[config.mk]
export PLATFORM = sky130hd
export DESIGN_NAME = sha256_w_sched_ctrl
export DESIGN_NICKNAME = d
export VERILOG_FILES = /design/src/rtl/sha256_w_sched_ctrl.sv
export SDC_FILE = /design/constraint.sdc
export NUM_CORES = 2
export LEC_CHECK = 0
export BUFFER_PORTS_ARGS = -buffer_cell sky130_fd_sc_hd__buf_2
export CORE_ASPECT_RATIO = 1.75
export CORE_UTILIZATION = 60
export CTS_CLUSTER_SIZE = 28
export DETAILED_ROUTE_END_ITERATION = 12
export PLACE_DENSITY_LB_ADDON = 0.08
export SLEW_MARGIN = 10
export SYNTH_ARGS = -nofsm -noshare
export SYNTH_HDL_FRONTEND = slang
export SYNTH_SLANG_ARGS = --single-unit
[constraint.sdc]
create_clock -name CLK -period 28.5 [get_ports CLK]
set_input_delay 4.275 -clock CLK [delete_from_list [all_inputs] [get_ports CLK]]
set_output_delay 4.275 -clock CLK [all_outputs]
set_load 0.05 [all_outputs]
[src/rtl/sha256_w_sched_ctrl.sv]
// SHA-256 message-schedule sequencer: loads a 512-bit block into a 16-word
// sliding window and streams W_0..W_{NUM_ROUNDS-1} over a valid/ready handshake.
module sha256_w_sched_ctrl #(
  parameter int NUM_ROUNDS = 64
) (
  input  logic         CLK,
  input  logic         RST,
  input  logic         blk_valid,
  output logic         blk_ready,
  input  logic [511:0] block_in,
  input  logic         abort,
  output logic         w_valid,
  input  logic         w_ready,
  output logic [31:0]  w_out,
  output logic [5:0]   w_idx,
  output logic         w_last,
  output logic         done,
  output logic         busy
);

  typedef enum logic {IDLE, RUN} state_t;

  localparam logic [5:0] LAST_IDX = 6'(NUM_ROUNDS - 1);

  state_t      state;
  logic [31:0] win [16];
  logic [5:0]  cnt;
  logic        hs;
  logic [31:0] next_word;

  function automatic logic [31:0] small_sigma0(input logic [31:0] x);
    return {x[6:0], x[31:7]} ^ {x[17:0], x[31:18]} ^ (x >> 3);
  endfunction

  function automatic logic [31:0] small_sigma1(input logic [31:0] x);
    return {x[16:0], x[31:17]} ^ {x[18:0], x[31:19]} ^ (x >> 10);
  endfunction

  assign hs        = w_valid && w_ready;
  assign next_word = small_sigma1(win[14]) + win[9] + small_sigma0(win[1]) + win[0];

  // Outputs come straight off flops: the word at the window head and the counter.
  assign w_out  = win[0];
  assign w_idx  = cnt;
  assign w_last = w_valid && (cnt == LAST_IDX);

  always_ff @(posedge CLK or posedge RST) begin
    if (RST) begin
      state     <= IDLE;
      cnt       <= '0;
      w_valid   <= 1'b0;
      done      <= 1'b0;
      busy      <= 1'b0;
      blk_ready <= 1'b0;
      for (int i = 0; i < 16; i++) win[i] <= '0;
    end else begin
      case (state)
        IDLE: begin
          done      <= 1'b0;
          blk_ready <= 1'b1;
          if (blk_valid && blk_ready) begin
            for (int i = 0; i < 16; i++) win[i] <= block_in[511 - 32*i -: 32];
            cnt       <= '0;
            state     <= RUN;
            w_valid   <= 1'b1;
            busy      <= 1'b1;
            blk_ready <= 1'b0;
          end
        end
        RUN: begin
          done <= 1'b0;
          if (hs) begin
            for (int i = 0; i < 15; i++) win[i] <= win[i+1];
            win[15] <= next_word;
            cnt     <= cnt + 6'd1;
          end
          // Abort wins over a coinciding final handshake, so no done is issued.
          if (abort || (hs && w_last)) begin
            state     <= IDLE;
            cnt       <= '0;
            w_valid   <= 1'b0;
            busy      <= 1'b0;
            blk_ready <= 1'b1;
            done      <= !abort;
          end
        end
        default: state <= IDLE;
      endcase
    end
  end

endmodule

# Word-level counts from Yosys, hierarchy flattened
# Cells that the tools add are included.
[totals]
ff_bits = 522
[classes]
n_bitwise = 5
n_eq_ne = 5
n_addsub = 4
muxes = 18
reduce_logical = 9
[ops]
columns = ["operator", "count"]
rows = [
  ["512-bit two-way mux", 2],
  ["512-bit case mux with 2 select lines", 1],
  ["32-bit adder", 3],
  ["32-bit bitwise XOR", 2],
  ["32-bit by 22-bit bitwise XOR with 32-bit output", 1],
  ["32-bit by 29-bit bitwise XOR with 32-bit output", 1],
  ["6-bit two-way mux", 3],
  ["6-bit case mux with 2 select lines", 1],
  ["1-bit case mux with 2 select lines", 4],
  ["1-bit two-way mux", 7],
  ["6-bit by 1-bit adder with 6-bit output, second input constant", 1],
  ["6-bit equality test, second input constant", 1],
  ["2-bit AND reduction", 3],
  ["1-bit logical AND", 4],
  ["2-bit by 1-bit != test with 1-bit output, second input constant", 2],
  ["3-bit by 1-bit != test with 1-bit output, second input constant", 1],
  ["2-bit != test, second input constant", 1],
  ["1-bit zero test", 1],
  ["1-bit logical OR", 1],
  ["1-bit inverter", 1],
]

# Logic depth before layout (Yosys ltp)
[logic_depth]
depth_word = 7
depth_mapped = 15
mapped_depth_nobuf = 14

# Worst setup path before layout
# OpenSTA, ideal clock, no wires.
[synth_timing]
path_type = "register -> output"
start = "reg cnt[0] (netlist: w_idx[0])"
end = "out w_last"
n_path_buf = 0
arrival_ps = 1685
path_slack_ps = 22540
path_stages_with_launch = 5
path_cell_list = "dfrtp_1 -> ha_1 -> and3_1 -> and3_1 -> and2_1"
[synth_between]
elab_chain_cells = 2
[synth_lines]
columns = ["item", "line_no", "rtl"]
rows = [
  ["from (decl)", "27", "logic [5:0] cnt;"],
  ["from (signal assigned)", "75", "cnt <= cnt + 6'd1;"],
  ["6-bit equality test", "45", "assign w_last = w_valid && (cnt == LAST_IDX);"],
  ["1-bit logical AND", "45", ""],
  ["to (decl)", "16", "output logic w_last,"],
]
# No other way between the ends.

# Final worst setup path
[layout_timing]
start = "in blk_valid"
end = "reg win[270] (netlist name)"
[layout_between]
elab_chain_cells = 3
[layout_lines]
columns = ["item", "line_no", "rtl"]
rows = [
  ["from (decl)", "8", "input logic blk_valid,"],
  ["1-bit logical AND", "61", "if (blk_valid && blk_ready) begin"],
  ["2-bit != test (no line)", "-", ""],
  ["2-bit AND reduction (no line)", "-", ""],
  ["to (decl)", "26", "logic [31:0] win [16];"],
]
# No other way between the ends.
# A chain may end at the register's enable or synchronous reset.

==> metrics.md <==
| Metric | Value |
|---|---|
| Clock buffer depth | 3 |
| Hold-critical path depth | 2 |
| Met3 Track Usage GR | 7.12% |
| Delay-heaviest family, CP | buffers and inverters |
| Worst Path Arrival | 7.90 ns |
| Max Cap Viol | 0 |
| Initial DRT Pass Iterations | 6 |
| DPL Wire Length | 72.1 mm |
| Asr flop ratio synth | 100% |
| Synth Instances | 2908 |
| Clk root buf | clkbuf_16 |
| Worst hold-check path type | reg2reg |
| WL/cell | 23.7 microns |
| Hold Vio Cnt, Final | 0 |
| R2r startpoint | win[50] |
| Core box area | 46900 sq um |
| Total CTS buffers | 49 |
| Layout Nets | 3890 |
| Most frequent cell after synthesis | o21ai_0 |
| Cell taking the most area after synthesis | dfrtp_1 |
| Sequential element share of the synthesized area | 45.8% |
| 1st-iter DRT viols | 1665 |
| Post-Syn Area | 28500 sq um |
| Num rows | 105 |
| Critical path cell sequence | buf_2 > nand2_1 > nor2_1 > nor2_4 > buf_4 > buf_4 > o21ai_0 |
| Final setup vio count | 0 |
| CTS tree | yes |
| Clock-pin slew on the worst setup and hold paths | 0.07 ns |
| ANT nets after route | 0 |
| Cells after DPL | 3816 |
| Final Skew | 0.0295 ns |
| Drc violations | 0 |
| Reg2Reg Depth | 14 |
| Critical path type | in2reg |
| Port bufs | 559 |
| Worst slew pin tran | 1.25 ns |
| Die Ht | 290 microns |
| Yosys reg bits | 522 |
| Post-cts hold buffer count | 0 |
| Pins Over Slew Limit | 0 |
| Worst Setup Start Kind | input pin |
| Tcrit/Tclk final | 26.3% |
| Vias in the first global route | 23200 |
| Initial core utilization | 60.8% |
| Worst Path Buf+Inv | 3 |
| Largest net degree at the start of global routing | 333 |
| Reg2Reg Capture Point | win[11] |
| Total track usage | 38.6% |
| Relative slew slack | 16.4% |
| Most used DFF post-synth | dfrtp_1 |
| Clk_lat worst skew | 0.59 ns |
| Synth area leaders | dfrtp_1, mux2i_1, o21ai_0, nand2_1, fa_1 |
| DP Area | 31100 sq um |
| Grt peak-use layer | met2 |
| GRT met2 Usage | 65.4% |
| Number of antenna violations at the first check in global routing | 32 |
| Mean area per synthesized cell | 9.81 sq um |
| Synth top area share | 45.8% |
| GRT met1 Usage | 41.9% |
| Hold wc startpoint | win[172] |
| Synth top cells by count | o21ai_0, dfrtp_1, nand2_1 |
| # IOs | 560 |
| Critical Path RT | 28.92 ns |
| Vias/cell | 5.71 |
| Minimum clock period | 7.48 ns |
| Sink Count | 522 |
| Reg2reg setup slack | 23.68 ns |
| Die area | 48400 sq um |
| Warnings, synthesis | 0 |
| Via count | 22500 |
| Width of the die | 167 microns |
| First-pass GRT wire length | 138 mm |
| End of the worst hold path | win[172] |
| Peak Freq | 0.134 GHz |
| Unique cell type count in the Yosys netlist | 58 |
| Critical path depth | 7 |
| Total Wirelength | 93.3 mm |
| # resized after CTS | 0 |
| Cell mode on critical path | buf_4 |
| Crit-path max cell delay | 0.98 ns |
| GP Congestion | 0.932 |
| Setup crit end kind | flip-flop |
| Post-synth EDFFs | 0 |
| Htree depth | 2 |
| Layout Cells excl Fill | 3938 |
| Post-Layout Inst Area | 32800 sq um |
| Postcts setup bufs | 0 |
| Fin Setup TNS | 0 ns |
| Crit-path slowest cell | buf_4 |
| Crit-path max FO | 132 |
| Status | finished, final reports clean |
| Global route total overflow | 0 |
| Area grow syn2layout | 15.1% |
| RSZ-0062 raised after global routing | no |
| Post-Syn Nets | 3519 |
| Share of cells above drive strength 1 | 20.4% |
## through the flow
stage / setup slack [ns] / hold slack (ns) / util, %
after global routing: 20.64 / 0.499 / 70.0
final: 21.02 / 0.481 / 70.0
after detailed placement: 20.54 / 0.470 / 66.3
after global placement: 20.65 / 0.460 / 66.3
after CTS: 21.13 / 0.484 / 69.8
after floorplan: 9.64 / 0.450 / -
## how the worst max path moves through the flow
stage / from / end / slack, ns
after floorplan: RST / blk_ready / 9.64
after global placement: blk_valid / win[363] / 20.65
after detailed placement: blk_valid / win[330] / 20.54
after CTS: blk_valid / win[270] / 21.13
after global routing: blk_valid / win[290] / 20.64
final: blk_valid / win[270] / 21.02
## cells in the final DEF, fill, tap and decap left out, types with 5 or more instances in the layout
cell type and n:
nand2_1 521, clkbuf_1 8, fa_1 62, nor2_1 24, ha_1 32, nand3_1 10, mux2i_1 493, a21oi_1 44
dfrtp_1 521, inv_1 127, xor2_1 48, a31oi_1 7, o21ai_1 13, clkbuf_8 11, xnor2_1 92, clkbuf_16 50
a211oi_1 6, a21o_1 13, nor3b_1 16, nor3_1 10, clkinv_2 8, nand4_1 7, buf_2 559, clkinvlp_4 6
and3_1 10, diode_2 31, o21ai_0 524, nand2b_1 11, nor2b_1 5, buf_4 19
## cell type report
| class | instances | area, sq um |
|---|---|---|
| flip-flops and latches | 522 | 13100 |
| clock buffers | 69 | 1430 |
| inverters | 128 | 488 |
| fillers | 3712 | 14100 |
| well taps | 588 | 736 |
| clock inverters | 22 | 224 |
| diodes | 31 | 77.6 |
| repair buffers | 581 | 3000 |
| multi-input cells | 1997 | 13800 |
## registers in the layout (all words and copies together) (netlist names)
signal / flops
blk_ready: 1
busy: 1
done: 1
state: 1
w_idx: 6
w_out: 32
win: 480
## per-layer routing
metal	vias to the layer above	part of all wire, %
met5	-	0.029
met4	4	9.3
met3	282	6.3
met2	940	49
met1	10700	35
li1	10500	-
## cells by family (layout without fill, tap and decap cells)
| logic type | count (synthesis) | count (layout) | synth area share (%) |
|---|---|---|---|
| compound gates | 639 | 639 | 11.9 |
| simple gates | 631 | 631 | 9.10 |
| flops | 522 | 522 | 45.8 |
| buf+inv | 389 | 800 | 5.84 |
| xor+xnor | 140 | 140 | 4.30 |
| other cells | 0 | 31 | 0 |
| fa+ha+maj | 94 | 94 | 5.76 |
| mux | 493 | 493 | 17.3 |
## tightest hold or removal path, stage by stage (launching register included)
cell and delay [ns]:
dfrtp_1 0.34, nand2_1 0.05, o21ai_0 0.06
Power is left out: the tool's default activity adds up to more than one toggle a clock period on the data nets, which glitch-free logic cannot reach.
